==> src/rtl/array_stream_reader_if.sv <==
// Bundle of the capture-writer port, the burst command and the valid/ready
// sample stream of array_stream_reader.
//   master : drives writes, start command and out_ready; observes stream/status
//   slave  : the reader engine itself
interface array_stream_reader_if #(
  parameter int DATA_W = 8,
  parameter int ADDR_W = 4
);
  logic              wr_en;
  logic [ADDR_W-1:0] wr_addr;
  logic [DATA_W-1:0] wr_data;
  logic              start;
  logic [ADDR_W-1:0] start_addr;
  logic [ADDR_W:0]   len;
  logic              out_valid;
  logic [DATA_W-1:0] out_data;
  logic              out_last;
  logic              out_ready;
  logic              busy;
  logic              done;
  logic              start_err;
  logic [7:0]        beat_count;

  modport master (
    output wr_en, wr_addr, wr_data, start, start_addr, len, out_ready,
    input  out_valid, out_data, out_last, busy, done, start_err, beat_count
  );

  modport slave (
    input  wr_en, wr_addr, wr_data, start, start_addr, len, out_ready,
    output out_valid, out_data, out_last, busy, done, start_err, beat_count
  );
endinterface

==> src/rtl/array_stream_reader.sv <==
// Read-side engine for the 16-entry sample array. Holds the storage array,
// accepts one write per cycle from the capture writer, and on start streams
// len samples from start_addr (wrapping) over a valid/ready interface.
// Ports:
//   clk, rst_n : clock (rising edge), asynchronous active-low reset
//   bus        : array_stream_reader_if.slave (write port, burst command,
//                sample stream, busy/done/start_err status, beat_count)
//
// state  | meaning
// IDLE   | waiting for start
// STREAM | loading/presenting samples until the last one is accepted
// DONE   | one-cycle completion pulse, then back to IDLE
module array_stream_reader #(
  parameter int DATA_W = 8,
  parameter int ADDR_W = 4
) (
  input logic                clk,
  input logic                rst_n,
  array_stream_reader_if.slave bus
);
  localparam int DEPTH = 2 ** ADDR_W;

  typedef enum logic [1:0] {IDLE, STREAM, DONE} state_t;

  state_t            state;
  logic [DATA_W-1:0] mem [DEPTH];
  logic [ADDR_W-1:0] rd_ptr;
  logic [ADDR_W:0]   remaining;
  logic              out_valid;
  logic              out_last;
  logic [DATA_W-1:0] out_data;
  logic              busy;
  logic              done;
  logic              start_err;
  logic [7:0]        beat_count;
  logic              accept;
  logic              load;

  assign accept = out_valid && bus.out_ready;
  // A new sample may enter the output register when it is empty or being drained.
  assign load   = (state == STREAM) && (remaining != '0) && (!out_valid || bus.out_ready);

  // Storage is not reset; a same-cycle write is seen by the output load only
  // on the following cycle, so a colliding load returns the old contents.
  always_ff @(posedge clk) begin
    if (bus.wr_en) mem[bus.wr_addr] <= bus.wr_data;
  end

  always_ff @(posedge clk or negedge rst_n) begin
    if (!rst_n) begin
      state      <= IDLE;
      rd_ptr     <= '0;
      remaining  <= '0;
      out_valid  <= 1'b0;
      out_data   <= '0;
      out_last   <= 1'b0;
      busy       <= 1'b0;
      done       <= 1'b0;
      start_err  <= 1'b0;
      beat_count <= '0;
    end else begin
      done      <= 1'b0;
      start_err <= 1'b0;
      if (accept) beat_count <= beat_count + 8'd1;

      case (state)
        IDLE: begin
          if (bus.start) begin
            rd_ptr    <= bus.start_addr;
            remaining <= bus.len;
            busy      <= 1'b1;
            if (bus.len != '0) begin
              state <= STREAM;
            end else begin
              state <= DONE;
              done  <= 1'b1;
            end
          end
        end

        STREAM: begin
          if (bus.start) start_err <= 1'b1;
          if (accept && out_last) begin
            state     <= DONE;
            done      <= 1'b1;
            out_valid <= 1'b0;
            out_last  <= 1'b0;
          end else if (load) begin
            out_data  <= mem[rd_ptr];
            out_valid <= 1'b1;
            out_last  <= (remaining == 1);
            rd_ptr    <= rd_ptr + 1'b1;
            remaining <= remaining - 1'b1;
          end else if (accept) begin
            out_valid <= 1'b0;
            out_last  <= 1'b0;
          end
        end

        DONE: begin
          if (bus.start) start_err <= 1'b1;
          out_valid <= 1'b0;
          out_last  <= 1'b0;
          busy      <= 1'b0;
          state     <= IDLE;
        end

        default: begin
          state     <= IDLE;
          out_valid <= 1'b0;
          out_last  <= 1'b0;
          busy      <= 1'b0;
        end
      endcase
    end
  end

  assign bus.out_valid  = out_valid;
  assign bus.out_data   = out_data;
  assign bus.out_last   = out_last;
  assign bus.busy       = busy;
  assign bus.done       = done;
  assign bus.start_err  = start_err;
  assign bus.beat_count = beat_count;
endmodule

==> src/flat_wrapper.sv <==
// flat-port wrapper written by rule: the top's interface ports become plain ports
module array_stream_reader_flat 
#(
  parameter int DATA_W = 8,
  parameter int ADDR_W = 4
)
  (clk, rst_n, bus_wr_en, bus_wr_addr, bus_wr_data, bus_start, bus_start_addr, bus_len, bus_out_ready, bus_out_valid, bus_out_data, bus_out_last, bus_busy, bus_done, bus_start_err, bus_beat_count);
  array_stream_reader_if #(.DATA_W(DATA_W), .ADDR_W(ADDR_W)) bus_i ();
  input logic clk;
  input logic rst_n;
  input wire logic [$bits(bus_i.wr_en)-1:0] bus_wr_en;
  input wire logic [$bits(bus_i.wr_addr)-1:0] bus_wr_addr;
  input wire logic [$bits(bus_i.wr_data)-1:0] bus_wr_data;
  input wire logic [$bits(bus_i.start)-1:0] bus_start;
  input wire logic [$bits(bus_i.start_addr)-1:0] bus_start_addr;
  input wire logic [$bits(bus_i.len)-1:0] bus_len;
  input wire logic [$bits(bus_i.out_ready)-1:0] bus_out_ready;
  output wire logic [$bits(bus_i.out_valid)-1:0] bus_out_valid;
  output wire logic [$bits(bus_i.out_data)-1:0] bus_out_data;
  output wire logic [$bits(bus_i.out_last)-1:0] bus_out_last;
  output wire logic [$bits(bus_i.busy)-1:0] bus_busy;
  output wire logic [$bits(bus_i.done)-1:0] bus_done;
  output wire logic [$bits(bus_i.start_err)-1:0] bus_start_err;
  output wire logic [$bits(bus_i.beat_count)-1:0] bus_beat_count;
  assign bus_i.wr_en = bus_wr_en;
  assign bus_i.wr_addr = bus_wr_addr;
  assign bus_i.wr_data = bus_wr_data;
  assign bus_i.start = bus_start;
  assign bus_i.start_addr = bus_start_addr;
  assign bus_i.len = bus_len;
  assign bus_i.out_ready = bus_out_ready;
  assign bus_out_valid = bus_i.out_valid;
  assign bus_out_data = bus_i.out_data;
  assign bus_out_last = bus_i.out_last;
  assign bus_busy = bus_i.busy;
  assign bus_done = bus_i.done;
  assign bus_start_err = bus_i.start_err;
  assign bus_beat_count = bus_i.beat_count;
  array_stream_reader #(.DATA_W(DATA_W), .ADDR_W(ADDR_W)) u_core (.clk(clk), .rst_n(rst_n), .bus(bus_i));
endmodule
==> config.mk <==
export PLATFORM = sky130hd
export DESIGN_NAME = array_stream_reader_flat
export DESIGN_NICKNAME = d
export VERILOG_FILES = /design/src/rtl/array_stream_reader_if.sv /design/src/rtl/array_stream_reader.sv /design/src/flat_wrapper.sv
export SDC_FILE = /design/constraint.sdc
export NUM_CORES = 1
export LEC_CHECK = 0
export ABC_AREA = 1
export CELL_PAD_IN_SITES_DETAIL_PLACEMENT = 2
export CELL_PAD_IN_SITES_GLOBAL_PLACEMENT = 2
export CORE_AREA = 4 4 184 114
export CTS_CLUSTER_DIAMETER = 150
export DETAILED_ROUTE_END_ITERATION = 10
export DIE_AREA = 0 0 188 118
export GPL_TIMING_DRIVEN = 0
export PLACE_DENSITY = 0.74
export SLEW_MARGIN = 20
export SYNTH_ARGS = -nofsm -noshare
export SYNTH_HDL_FRONTEND = slang
export SYNTH_SLANG_ARGS = --single-unit
==> constraint.sdc <==
create_clock -name clk -period 1.9 [get_ports clk]
set_input_delay 0.38 -clock clk [delete_from_list [all_inputs] [get_ports clk]]
set_output_delay 0.38 -clock clk [all_outputs]
set_load 0.03 [all_outputs]
==> results.sh, run 1 <==
export IMPL_preCtsSetupSlack_ns=-0.407
export IMPL_first_pass_iters=5
export IMPL_synth_seq_cells=160
export IMPL_drive_gt1_share_pct=8.97
export IMPL_yosys_warnings=0
export IMPL_via_per_inst=5.00
export IMPL_first_iter_violations=424
export IMPL_antenna_found_initial=0
export IMPL_fp_dieH_um=118
export IMPL_grt_pass1_wl_mm=36.6
export IMPL_die_area_um2=22200
export IMPL_initial_utilization_pct=37.9
export IMPL_crit_required_ns=1.52
export IMPL_hold_viol_final=0
export IMPL_std_cell_rows=39
export IMPL_synth_cell_type_count=32
export IMPL_wirelength_mm=23.9
export IMPL_drv_cap=0
export IMPL_cts_sinks=160
export IMPL_multi_input_area_um2=1970
export IMPL_crit_type="register to output port"
export IMPL_worst_setup_path_start_kind="register"
export IMPL_crit_family="buffers and inverters"
export IMPL_p_leak_nw=3.87
export IMPL_yosysSeqAreaShare_pct=64.2
export IMPL_crit_chain="clkdlybuf4s50_1"
export IMPL_gr_total_overflow=0
export IMPL_area_delta_synth_final_pct=19.9
export IMPL_critPathSlowestCell="clkdlybuf4s50_1"
export IMPL_rsz0062_at_grt="true"
export IMPL_syn_avg_cell_area_um2=9.84
export IMPL_fmax_ghz=0.538
export IMPL_status="finished clean"
export IMPL_power_density_nw_per_um2=1500
export IMPL_skew_ns=0.00734
export IMPL_period_needed_ns=1.86
export IMPL_synth_area_um2=7230
export IMPL_core_area_um2=19100
export IMPL_worst_slew_pin_slew_ns=0.906
export IMPL_final_max_slew_viol_count=0
export IMPL_clk_latency_ns=0.44
export IMPL_drcViolationCount=0
export IMPL_fin_ws_ns=0.0420
export IMPL_port_buffers=46
export IMPL_grt_pass1_vias=5967
export IMPL_cts_root_buf="clkbuf_16"
export IMPL_gr_usage_all_layers_pct=22.3
export IMPL_critPathCaptureType="output port"
export IMPL_finalCritPeriodShare_pct=97.8
export IMPL_tritoncts="done"
export IMPL_grt_max_degree=25
export IMPL_synthCells=735
export IMPL_peakVddDrop_mv=0.899
export IMPL_cts_max_level=4
export IMPL_power_mw=13.0
export IMPL_fin_area_um2=8670
export IMPL_min_path_type="input port to asynchronous set/reset pin"
export IMPL_synth_top_family_by_area="simple AND/OR/NAND/NOR gates"
export IMPL_synth_xor_area_share_pct=1.09
export IMPL_critPathBufInv=1
export IMPL_hpwl_mm=17.3
export IMPL_cts_clk_slew_worst_paths_ns=0.06
export IMPL_dpl_cell_area_um2=8040
export IMPL_utilization_pct=45.5
export IMPL_tns_ns=0
export IMPL_num_vias=5399
export IMPL_gp_congestion=0.823
export IMPL_synth_compound_area_share_pct=1.31
export IMPL_crit_path_max_fanout=2
export IMPL_cp_slowest_stage_delay_ns=0.68
export IMPL_syn_num_nets=767
export IMPL_yosys_area_share_simple_pct=23.6
export IMPL_layout_nets=834
export IMPL_setup_viol=0
export IMPL_wl_per_cell_um=22.2
export IMPL_clockBufferDepth=2
export IMPL_die_x_um=188
export IMPL_ant_nets=0
export IMPL_max_slew_margin_rel_pct=39.4
export IMPL_num_antenna_cells=0
export IMPL_critPathArrivalTime_ns=1.48
export IMPL_final_seq_area_um2=4640
export IMPL_cts_setup_buffers=0
export IMPL_cts_buffers=17
export IMPL_fillers=2036
export IMPL_ios=47
export IMPL_synth_area_mux_share_pct=0
export IMPL_synthAdderAreaFrac_pct=1.04
-- repair_timing --
action                     4_1_cts  5_1_grt
hold endpoints to repair         8        0
setup endpoints to repair       12       22
hold buffers                     1        0
resized for setup               12       12
-- cell type report --
cell class	instances	area share, %
Inverter	116	5.08
Buffer	28	2.44
Clock inverter	13	1.96
Sequential cell	160	53.6
Multi-Input combinational cell	431	22.7
Clock buffer	18	4.95
Tap cell	266	3.84
Timing Repair Buffer	48	5.47
-- cell usage after synthesis --
cell	n	share of area, %
edfxtp_1	128	53
nand3_2	1	0.14
o22ai_1	1	0.087
o21ai_0	9	0.62
dfrtp_1	32	11
clkbuf_1	4	0.21
nor3_4	1	0.22
nand4_1	2	0.17
a21oi_1	2	0.14
ha_1	6	1.0
xnor2_1	4	0.48
inv_1	112	5.8
nand2_4	2	0.31
nor3b_1	1	0.10
nor3_1	1	0.069
inv_2	2	0.10
xor2_1	5	0.61
buf_6	6	0.93
buf_2	11	0.76
nor2_2	1	0.087
o21ai_1	2	0.14
or2_2	1	0.087
nand2_1	247	13
nand3b_2	1	0.16
nor2_1	27	1.4
nand3_1	110	7.6
nand3b_1	2	0.21
a21boi_1	1	0.10
inv_4	2	0.17
a21oi_4	1	0.22
nand2_2	3	0.26
buf_4	7	0.73
-- metrics by stage --
stage,hold WS [ns],std cells
finish,0.338,1080
global route,0.354,1080
CTS,0.328,1080
detailed placement,0.257,1048
global placement,0.461,1047
floorplan,0.0844,735
-- where the power goes --
group	internal (mW)	switching (mW)
logic	1.54	3.54
registers	4.12	0.232
clock network	2.17	1.44
total	7.83	5.21
-- cell families after synthesis --
kind of cell    after synthesis
flops                       160
fa+ha+maj                     6
compound gates               16
xor+xnor                      9
simple gates                400
buf+inv                     144
-- cells in the final DEF (no fill, tap or decap), types with 2 or more instances in the layout --
| cell type | synthesis | routed |
|---|---|---|
| a21oi_1 | 2 | 2 |
| buf_2 | 11 | 7 |
| buf_4 | 7 | 6 |
| buf_6 | 6 | 8 |
| bufinv_16 | 0 | 4 |
| clkbuf_1 | 4 | 4 |
| clkbuf_16 | 0 | 17 |
| clkbuf_4 | 0 | 4 |
| clkdlybuf4s50_1 | 0 | 33 |
| clkinv_1 | 0 | 2 |
| clkinv_2 | 0 | 4 |
| clkinvlp_4 | 0 | 3 |
| dfrtp_1 | 32 | 32 |
| dlygate4sd2_1 | 0 | 11 |
| edfxtp_1 | 128 | 128 |
| ha_1 | 6 | 6 |
| inv_1 | 112 | 112 |
| inv_2 | 2 | 2 |
| inv_4 | 2 | 2 |
| nand2_1 | 247 | 247 |
| nand2_2 | 3 | 3 |
| nand2_4 | 2 | 2 |
| nand3_1 | 110 | 109 |
| nand3_2 | 1 | 2 |
| nand3b_1 | 2 | 2 |
| nand4_1 | 2 | 2 |
| nor2_1 | 27 | 25 |
| nor2_2 | 1 | 3 |
| o21ai_0 | 9 | 9 |
| o21ai_1 | 2 | 2 |
| xnor2_1 | 4 | 4 |
| xor2_1 | 5 | 5 |
-- path summary, 6_finish.rpt --
check | from | cells after the start | slack [ns] | end
worst min register to register | u_core.bus.beat_count[7] | 1 | 0.47 | u_core.bus.beat_count[7]
worst max-delay path | u_core.bus.busy | 1 | 0.04 | bus_busy
worst max register to register | u_core.rd_ptr[0] | 10 | 0.06 | u_core.bus.out_data[5]
max in group asynchronous | rst_n | 3 | 1.15 | u_core.remaining[3]
worst min-delay path | rst_n | 2 | 0.34 | u_core.bus.beat_count[3]
min in group clk | u_core.bus.beat_count[7] | 1 | 0.47 | u_core.bus.beat_count[7]
-- per-layer routing --
metal	GRT usage [%]	part of all wire, %	vias to the layer above
met2	33.5	44	122
li1	-	-	2497
met4	6.42	1.5	0
met5	0	0	-
met3	3.68	5.1	26
met1	33.3	49	2754
-- worst reg2reg max path, delay by kind of cell (launching register included) --
family        cells  cell delay (ns)
simple gates      7             0.82
buf+inv           3             0.49
flops             1             0.40
-- state kept, by name (all words and copies together) (netlist names) --
signal	cells
u_core.bus.out_data	8
u_core.bus.out_valid	1
u_core.bus.out_last	1
u_core.bus.beat_count	8
u_core.bus.start_err	1
u_core.rd_ptr	4
u_core.state	2
u_core.bus.done	1
u_core.remaining	5
u_core.bus.busy	1
u_core.mem	128
Power figures use the tool's default switching activity.
==> run 2: changes to the inputs <==
--- a/config.mk
+++ b/config.mk
@@ -6,6 +6,7 @@
 export NUM_CORES = 1
 export LEC_CHECK = 0
 export ABC_AREA = 1
+export ABC_CLOCK_PERIOD_IN_PS = 1900
 export CELL_PAD_IN_SITES_DETAIL_PLACEMENT = 2
 export CELL_PAD_IN_SITES_GLOBAL_PLACEMENT = 2
 export CORE_AREA = 4 4 184 114
==> results of run 2 <==
The final DEF is identical to that of run 1; final timing and power are the same.
